File: src/rtl/serial_borrow_subtractor_pkg.sv
// Shared definitions for the serial borrow subtractor: FSM states and
// elaboration-time helpers for parameter checking and counter sizing.
package serial_borrow_subtractor_pkg;

  typedef enum logic [1:0] {
    StIdle,
    StRun,
    StDone
  } state_e;

  // Digit counter width: max(1, clog2(WIDTH/DIGIT)).
  function automatic int unsigned cnt_width(int unsigned width, int unsigned digit);
    int unsigned n;
    n = width / digit;
    return (n <= 2) ? 1 : $clog2(n);
  endfunction

  function automatic bit params_ok(int unsigned width, int unsigned digit);
    return (digit != 0) && (width >= 2) && (digit <= width) && ((width % digit) == 0);
  endfunction

endpackage

File: src/rtl/digit_borrow_subtractor.sv
// Combinational DIGIT-bit ripple of full subtractors: d = a - b - bin.
module digit_borrow_subtractor #(
  parameter int unsigned DIGIT = 1
) (
  input  logic [DIGIT-1:0] a,
  input  logic [DIGIT-1:0] b,
  input  logic             bin,
  output logic [DIGIT-1:0] d,
  output logic             bout
);

  always_comb begin : p_ripple
    logic br;
    br = bin;
    d  = '0;
    for (int i = 0; i < DIGIT; i++) begin
      d[i] = a[i] ^ b[i] ^ br;
      br   = (~a[i] & b[i]) | (~(a[i] ^ b[i]) & br);
    end
    bout = br;
  end

endmodule

File: src/rtl/serial_borrow_subtractor.sv
// Multi-cycle subtractor: diff = a - b - bin, DIGIT bits per clock, LSB digit first,
// with start/busy/done framing and unsigned borrow / signed overflow flags.
module serial_borrow_subtractor
  import serial_borrow_subtractor_pkg::*;
#(
  parameter int unsigned WIDTH = 8,
  parameter int unsigned DIGIT = 1
) (
  input  logic             clk,
  input  logic             rst,
  input  logic             start,
  input  logic [WIDTH-1:0] a,
  input  logic [WIDTH-1:0] b,
  input  logic             bin,
  output logic             busy,
  output logic             done,
  output logic [WIDTH-1:0] diff,
  output logic             bout,
  output logic             ovf
);

  localparam int unsigned N  = WIDTH / DIGIT;
  localparam int unsigned CW = cnt_width(WIDTH, DIGIT);

  if (!params_ok(WIDTH, DIGIT)) begin : gen_param_err
    $error("serial_borrow_subtractor: DIGIT must divide WIDTH and WIDTH must be >= 2");
  end

  state_e          state_q;
  logic [WIDTH-1:0] a_q, b_q, diff_q;
  logic [CW-1:0]    cnt_q;
  logic             borrow_q, a_msb_q, b_msb_q;
  logic             busy_q, done_q, bout_q, ovf_q;

  logic [DIGIT-1:0] digit_d;
  logic             digit_bout;
  logic [WIDTH-1:0] diff_shift;
  logic             last_digit;

  digit_borrow_subtractor #(
    .DIGIT(DIGIT)
  ) u_digit (
    .a   (a_q[DIGIT-1:0]),
    .b   (b_q[DIGIT-1:0]),
    .bin (borrow_q),
    .d   (digit_d),
    .bout(digit_bout)
  );

  // New digit enters diff from the top so the LSB digit ends up at the bottom.
  always_comb begin
    diff_shift = (diff_q >> DIGIT) | ((WIDTH)'(digit_d) << (WIDTH - DIGIT));
    last_digit = (cnt_q == CW'(N - 1));
  end

  always_ff @(posedge clk) begin
    if (rst) begin
      state_q  <= StIdle;
      a_q      <= '0;
      b_q      <= '0;
      diff_q   <= '0;
      cnt_q    <= '0;
      borrow_q <= 1'b0;
      a_msb_q  <= 1'b0;
      b_msb_q  <= 1'b0;
      busy_q   <= 1'b0;
      done_q   <= 1'b0;
      bout_q   <= 1'b0;
      ovf_q    <= 1'b0;
    end else begin
      case (state_q)
        StIdle, StDone: begin
          done_q <= 1'b0;
          if (start) begin
            state_q  <= StRun;
            busy_q   <= 1'b1;
            a_q      <= a;
            b_q      <= b;
            borrow_q <= bin;
            a_msb_q  <= a[WIDTH-1];
            b_msb_q  <= b[WIDTH-1];
            cnt_q    <= '0;
            diff_q   <= '0;
            bout_q   <= 1'b0;
            ovf_q    <= 1'b0;
          end else begin
            state_q <= StIdle;
            busy_q  <= 1'b0;
          end
        end
        StRun: begin
          diff_q   <= diff_shift;
          borrow_q <= digit_bout;
          a_q      <= a_q >> DIGIT;
          b_q      <= b_q >> DIGIT;
          cnt_q    <= cnt_q + 1'b1;
          if (last_digit) begin
            state_q <= StDone;
            busy_q  <= 1'b0;
            done_q  <= 1'b1;
            bout_q  <= digit_bout;
            ovf_q   <= (a_msb_q != b_msb_q) && (diff_shift[WIDTH-1] != a_msb_q);
          end
        end
        default: begin
          state_q <= StIdle;
          busy_q  <= 1'b0;
          done_q  <= 1'b0;
        end
      endcase
    end
  end

  assign busy = busy_q;
  assign done = done_q;
  assign diff = diff_q;
  assign bout = bout_q;
  assign ovf  = ovf_q;

endmodule

File: config.mk
export PLATFORM = sky130hd
export DESIGN_NAME = serial_borrow_subtractor
export DESIGN_NICKNAME = d
export VERILOG_FILES = /design/src/rtl/serial_borrow_subtractor_pkg.sv /design/src/rtl/digit_borrow_subtractor.sv /design/src/rtl/serial_borrow_subtractor.sv
export SDC_FILE = /design/constraint.sdc
export NUM_CORES = 1
export LEC_CHECK = 0
export ABC_CLOCK_PERIOD_IN_PS = 1200
export BUFFER_PORTS_ARGS = -buffer_cell sky130_fd_sc_hd__buf_2
export CORE_MARGIN = 2
export CORE_UTILIZATION = 30
export DETAILED_ROUTE_END_ITERATION = 10
export SLEW_MARGIN = 20
export SYNTH_ARGS = -nofsm -noshare
export SYNTH_HDL_FRONTEND = slang
export SYNTH_SLANG_ARGS = --single-unit
File: constraint.sdc
create_clock -name clk -period 1.2 [get_ports clk]
set_input_delay 0.24 -clock clk [delete_from_list [all_inputs] [get_ports clk]]
set_output_delay 0.24 -clock clk [all_outputs]
set_load 0.01 [all_outputs]
==> results of run 1 <==
## critical path: stages, from the launching register on
cell,delay (ns)
dfxtp_2,0.34
inv_2,0.04
fa_2,0.58
nand3b_1,0.08
a221oi_1,0.25
## cells in the final DEF, fill, tap and decap left out, drive strengths merged, types with 4 or more instances in the layout
cell | synthesis | final
buf | 15 | 46
nand2 | 37 | 37
dfxtp | 36 | 36
o22ai | 4 | 4
a21oi | 18 | 18
nand3 | 14 | 14
clkbuf | 2 | 7
a311oi | 10 | 10
nor3 | 9 | 9
nor2 | 14 | 14
## worst paths after layout
path	slack [ns]	depth (start not counted)	end	start
hold reg to reg	0.46	2	diff[2]$_SDFFE_PP0P_	diff[3]$_SDFFE_PP0P_
setup reg to reg	-0.17	4	ovf$_SDFFE_PP0P_	borrow_q$_SDFFE_PP0P_
hold / removal	0.21	3	b_q[1]$_SDFFE_PP0P_	b[1]
setup / recovery	-0.17	4	ovf$_SDFFE_PP0P_	borrow_q$_SDFFE_PP0P_
## repair_timing
item | CTS | global route
cloned | 0 | 1
gates resized for setup | 4 | 13
endpoints found under the setup margin | 4 | 26
hold buffers | 0 | 0
pin swaps | 5 | 5
buffers inserted | 2 | 1
## logic make-up (layout without fill, tap and decap cells)
logic type / Yosys count / after routing / synth area share, %
and+or+nand+nor: 83 / 83 / 24.4
AOI/OAI and AO/OA: 37 / 37 / 17.6
DFF: 36 / 36 / 47.6
buffers and inverters: 19 / 57 / 7.51
adders and majority gates: 3 / 3 / 2.97
## power by group through the flow
stage / Sequential (uW) / Combinational [uW] / Clock, uW
after global routing: 1320 / 464 / 1120
after floorplan: 1320 / 263 / 0
after detailed placement: 1330 / 376 / 0
after global placement: 1330 / 377 / 0
after CTS: 1300 / 387 / 1080
final: 1310 / 415 / 1040
## per-layer routing
metal  vias up  wire length (um)  GRT usage [%]
met5         -                 0              0
met4         0                65           5.95
met3         7               178           4.28
met2        27              1670           20.9
met1       617              1620           15.7
li1        691                 -              -
## registers in the layout, indices dropped and copies added, names as in the netlist
| register | count |
|---|---|
| state_q | 2 |
| cnt_q | 3 |
| ovf | 1 |
| busy | 1 |
| bout | 1 |
| b_q | 8 |
| a_msb_q | 1 |
| done | 1 |
| borrow_q | 1 |
| b_msb_q | 1 |
| diff | 8 |
| a_q | 8 |
## cell usage after synthesis (3+ instances only)
| cell type | number |
|---|---|
| buf_4 | 5 |
| buf_2 | 7 |
| nand2b_1 | 3 |
| o22ai_1 | 4 |
| nor2_1 | 14 |
| nor3_1 | 9 |
| nand2_1 | 37 |
| a311oi_1 | 6 |
| dfxtp_1 | 36 |
| a311oi_2 | 4 |
| nand3b_1 | 3 |
| a21oi_1 | 18 |
| nand3_1 | 14 |
## through the flow
step           hold WS, ns  setup TNS, ns  worst slack [ns]
6_report             0.208         -0.172            -0.166
5_1_grt              0.198         -0.348            -0.242
4_1_cts              0.206         -0.185            -0.163
3_5_place_dp         0.458         -0.212            -0.164
3_3_place_gp         0.454         -0.154            -0.140
2_1_floorplan        0.390         -0.106            -0.106
## final cells by class
type | count | share of cell area, %
multi-input cells | 123 | 36.9
flip-flops and latches | 36 | 36.5
repair buffers | 47 | 16.6
well taps | 67 | 4.21
clock buffers | 6 | 3.65
clock inverters | 2 | 1.76
inverters | 2 | 0.377
==> run metrics, run 1 <==
RSZ-0062 raised after global routing=yes; ANT cells=0; I/O pins=32; crit start category=flip-flop; nets=238; syn avg cell area=8.51 um2; Cells after Synth=178; synthesized flop and latch total=36; ANT nets after route=0; switching part of the total=24.7%; cell internal pwr=2080 uW; Initial Utilization=31.7%; GP Congestion=0.716; Fmax=732 MHz; Post-synth EDFFs=0; vias=1342; pin count of the biggest net entering global routing=27; Post-Syn Area=0.00152 mm2; post-DP HPWL=2240 um; Cells after DPL=271; Sequential Power Share=47.4%; Reg area=727 um2; clock-pin slew on the worst setup and hold paths=0.07 ns; Pwr Total=2770 uW; DRC violations left=0; Inserted Clock Buffers=5; Setup CP Type=reg -> reg; DRT Wirelength=3530 um; clk sinks=36; DIE HEIGHT=75.1 um; post-layout util=41.6%; Core Footprint=0.00479 mm2; failing checks=negative setup slack; layout cells sized above 1=34.3%; worst setup margin=-0.166 ns; Post-Syn Nets=201; status=complete, but fails checks; synth unique cells=26; Die W=75.1 um; Critical Path End Type=flip-flop; max-slew violation count=0; Congestion Overflow GR=0; clock skew=0.00804 ns; Multi-input gate area=734 um2; Worst EP required=1.40 ns; Leakage=0.000790 uW; Syn. warnings=0; CP max FO=3; clock share of power=37.6%; die area=0.00564 mm2; FFs w/ async S/R, synth=0%; initial antenna violation count=0; Row Count=25; Area Overhead vs Synth=31.4%; # fillers=498; final worst path period share=114%; worst rel slew slack=77.8%; Finished Cell Area=0.00199 mm2; H-tree depth=2; max_cap viols=0; CTS tree=done; switching pwr=683 uW; pwr dens=1390 mW/mm2; vias per inst=4.74; Least-Margin Pin Slew=0.332 ns; Hold Fails Final Rpt=0; Clk Latency, worst-skew pair=0.29 ns; proportion of power drawn by combinational gates=15.0%; CTS Root Cell=clkbuf_8; Max clock buf depth=2; sequential area share after synthesis=47.6%; Worst Hold Class=in -> reg; DR WL/cell=12.5 um; drt initial violations=55; drt first pass iters=4; IO buf count=31; Placed Instance Area=0.00178 mm2; Min Clock Period, post-route=1.37 ns; prevailing post-synth register cell=dfxtp_1; total global-route track usage=13.0%; area leader, netlist=dfxtp_1; first-pass GRT wire length=5530 um; top post-synthesis cells by area=dfxtp_1 48%, nand2_1 9.2%, a21oi_1 5.9%, nand3_1 4.6%, a311oi_2 4.0%; maximum VDD drop=0.000626 V; Finished Layout Cells=283; critical path arrival=1.57 ns; endpoints failing setup=2; post-synth top area share=47.6%; vias in the first global route=1290
(Power assumes the default switching activity.)
==> inputs of run 2 (changes only) <==
- ABC_AREA: default -> 1
- CTS_CLUSTER_SIZE: default -> 30
- RECOVER_POWER: default -> 25
==> run 2 against run 1 <==
The flow still finishes with violations (negative setup slack). Sequential share of layout area down 1.1 points. Sequential power about the same. Hold slack improved by 0.0053 ns. Clock power is 4% higher. Non-clock buffer count fell by 4. Power up 4.8%. Flip-flop and latch count did not move. Wire length shrank 3.0%. Via count is 1.6% higher. Final area grew 2.7%.
==> run metrics, run 2 <==
Worst Hold Class=in -> reg (unchanged); Max Used Layer=met4 (unchanged); DRC violations left=0 (unchanged); failing checks=negative setup slack (unchanged); worst r2r src=b_q[0]$_SDFFE_PP0P_ (was borrow_q$_SDFFE_PP0P_); setup bufs post-CTS=0 (was 2); Post-synth EDFFs=0 (unchanged); initial antenna violation count=0 (unchanged); r2r endpoint=ovf$_SDFFE_PP0P_ (unchanged); Simple-Gate Fraction of Synth Area=20.3% (was 24.4%); largest family of logic cells by synthesized area=simple AND/OR/NAND/NOR gates (unchanged); I/O pins=32 (unchanged); drt first pass iters=4 (unchanged); ANT cells=0 (unchanged); Synth Area in Compound Gates=19.6% (was 17.6%); GP Congestion=0.742 (was 0.716); sequential area share after synthesis=43.9% (was 47.6%); mux contribution to synthesized area=0% (unchanged); commonest cells after routing, fill and taps aside=46 x nand2_1, 33 x dfxtp_1, 25 x buf_2 (was 37 x nand2_1, 31 x dfxtp_1, 31 x buf_2); DRT Wirelength=3430 um (was 3530 um); Worst EP required=1.40 ns (about the same); ANT nets after route=0 (unchanged); commonest non-fill, non-tap cell in the layout=nand2_1 (unchanged); Met1 Wirelength=1680 um (was 1620 um); post-DP HPWL=2340 um (was 2240 um); nets=273 (was 238); total global-route track usage=12.7% (was 13.0%); slowest library cell on the worst path=fa_2 (unchanged); Slowest Stage Delay on Critical Path=0.58 ns (about the same); cts hold-fix bufs=0 (unchanged); critical path arrival=1.55 ns (was 1.57 ns); Row Count=26 (was 25); RSZ-0062 raised after global routing=yes (unchanged); Finished Layout Cells=321 (was 283); crit-path leading delay family=adder cells (unchanged); top post-synthesis cells by area=dfxtp_1 44%, nand2_1 11%, o21ai_1 7.0%, inv_1 6.6%, a21oi_1 6.4% (was dfxtp_1 48%, nand2_1 9.2%, a21oi_1 5.9%, nand3_1 4.6%, a311oi_2 4.0%); synth unique cells=21 (was 26); Fmax=741 MHz (was 732 MHz); dominant cell by count in the synthesized netlist=nand2_1 (unchanged); die area=0.00608 mm2 (was 0.00564 mm2); Leakage=0.000877 uW (was 0.000790 uW); DIE HEIGHT=77.9 um (was 75.1 um); metal2 WL=1510 um (was 1670 um); crit start category=flip-flop (unchanged); first-pass GRT wire length=6110 um (was 5530 um); sum of buffers and inverters on the critical path=3 (was 1); worst setup margin=-0.150 ns (was -0.166 ns); met3 routed WL=161 um (was 178 um); Cells after Synth=210 (was 178); Post-synth top cells=47 x nand2_1, 36 x dfxtp_1, 29 x inv_1, 23 x o21ai_1, 21 x a21oi_1 (was 37 x nand2_1, 36 x dfxtp_1, 18 x a21oi_1, 14 x nand3_1, 14 x nor2_1); vias in the first global route=1344 (was 1290); endpoints failing setup=2 (unchanged); Initial Utilization=31.5% (was 31.7%); clk sinks=36 (unchanged); R2R depth=9 (was 4); Inserted Clock Buffers=5 (unchanged); CTS tree=done (unchanged); Post-Syn Nets=233 (was 201); Post-Syn Area=0.00164 mm2 (was 0.00152 mm2); vias per inst=4.25 (was 4.74); Area Overhead vs Synth=24.6% (was 31.4%); layout cells sized above 1=34.3% (about the same); post-layout util=39.3% (was 41.6%); Least-Margin Pin Slew=0.213 ns (was 0.332 ns); max_cap viols=0 (unchanged); status=complete, but fails checks (unchanged); hold_sp=a[1] (was b[1]); R2R Setup Slk=-0.15 ns (was -0.17 ns); crit-path most repeated cell=nand2_1; Placed Instance Area=0.00192 mm2 (was 0.00178 mm2); vias=1363 (was 1342); DR WL/cell=10.7 um (was 12.5 um); final worst path period share=113% (was 114%); adder-cell share of the synthesized area=2.75% (was 2.97%); prevailing post-synth register cell=dfxtp_1 (unchanged); clock skew=0.00705 ns (was 0.00804 ns); Cells after DPL=313 (was 271); H-tree depth=2 (unchanged); Setup CP Type=reg -> reg (unchanged); hold endpoint=a_q[1]$_SDFFE_PP0P_ (was b_q[1]$_SDFFE_PP0P_); Congestion Overflow GR=0 (unchanged); Die W=77.9 um (was 75.1 um); maximum VDD drop=0.000526 V (was 0.000626 V); syn avg cell area=7.81 um2 (was 8.51 um2); post-synth top area share=43.9% (was 47.6%); CP max FO=2 (was 3); CTS Root Cell=clkbuf_8 (unchanged); crit-path cells=inv_2, fa_2, inv_2, nand2_1, nand2_1, nand3_1, nand2_1, inv_1, nor2_1 (was inv_2, fa_2, nand3b_1, a221oi_1); Max clock buf depth=2 (unchanged); worst rel slew slack=85.8% (was 77.8%); pre-CTS setup slack=-0.154 ns (was -0.164 ns); Clk Latency, worst-skew pair=0.30 ns (was 0.29 ns); Critical Path End Type=flip-flop (unchanged); synthesized flop and latch total=36 (unchanged); Hold Fails Final Rpt=0 (unchanged); Core Footprint=0.00520 mm2 (was 0.00479 mm2); Min Clock Period, post-route=1.35 ns (was 1.37 ns); pwr dens=1420 mW/mm2 (was 1390 mW/mm2); Finished Cell Area=0.00204 mm2 (was 0.00199 mm2); max-slew violation count=0 (unchanged); drt initial violations=55 (unchanged); clock-pin slew on the worst setup and hold paths=0.08 ns (was 0.07 ns); Syn. warnings=0 (unchanged); pin count of the biggest net entering global routing=21 (was 27); area leader, netlist=dfxtp_1 (unchanged); Hold Crit Depth=3 (unchanged); FFs w/ async S/R, synth=0% (unchanged); IO buf count=31 (unchanged); XOR/XNOR Fraction of Synth Area=0% (unchanged)
[run 2: per-layer routing]
| metal | global-route usage (%) | up-vias |
|---|---|---|
| met3 | 3.26 | 8 |
| met4 | 5.79 | 0 |
| met2 | 19.2 | 31 |
| met1 | 16.9 | 590 |
| met5 | 0 | - |
| li1 | - | 734 |
[run 2: power by group]
part,total [uW],internal (uW),switching [uW]
logic,505,219,286
clock network,1080,615,462
registers,1320,1280,40.5
[run 2: how the worst max path moves through the flow]
stage	from	to	slack, ns	cells past startpoint
2_1_floorplan	b_q[0]$_SDFFE_PP0P_	ovf$_SDFFE_PP0P_	-0.09	9
3_3_place_gp	b_q[0]$_SDFFE_PP0P_	ovf$_SDFFE_PP0P_	-0.11	9
3_5_place_dp	b_q[0]$_SDFFE_PP0P_	ovf$_SDFFE_PP0P_	-0.15	9
4_1_cts	borrow_q$_SDFFE_PP0P_	ovf$_SDFFE_PP0P_	-0.16	9
5_1_grt	b_q[0]$_SDFFE_PP0P_	ovf$_SDFFE_PP0P_	-0.24	9
6_report	b_q[0]$_SDFFE_PP0P_	ovf$_SDFFE_PP0P_	-0.15	9
[run 2: area by class of cell]
cell class	instances	area (um2)
Timing Repair Buffer	43	275
Clock buffer	5	68.8
Fill cell	575	3160
Sequential cell	36	724
Multi-Input combinational cell	132	721
Tap cell	70	87.6
Inverter	32	125
Clock inverter	3	42.5
[run 2: cell families (layout without fill, tap and decap cells)]
logic type               Yosys count  count (layout)
AO/OA/AOI/OAI                     57              57
adder cells (fa/ha/maj)            3               3
buffers and inverters             42              83
flip-flops                        36              36
AND/OR/NAND/NOR                   72              72
[run 2: through the flow]
stage | TNS [ns] | power (uW) | hold slack, ns
2_1_floorplan | -0.0868 | 1690 | 0.405
3_3_place_gp | -0.183 | 1830 | 0.452
3_5_place_dp | -0.268 | 1840 | 0.456
4_1_cts | -0.229 | 2930 | 0.210
5_1_grt | -0.993 | 3060 | 0.231
6_report | -0.211 | 2900 | 0.213
[run 2: worst reg2reg max path, cell delays in order (launching register included)]
cell     delay, ns
dfxtp_2       0.34
inv_2         0.04
fa_2          0.58
inv_2         0.04
nand2_1       0.04
nand2_1       0.04
nand3_1       0.06
nand2_1       0.05
inv_1         0.04
nor2_1        0.03
[run 2: what timing repair did]
item | 4_1_cts | 5_1_grt
endpoints found under the setup margin | 4 | 32
pin swaps | 4 | 3
cloned | 0 | 0
hold endpoints to repair | 0 | 0
gates resized for setup | 6 | 10
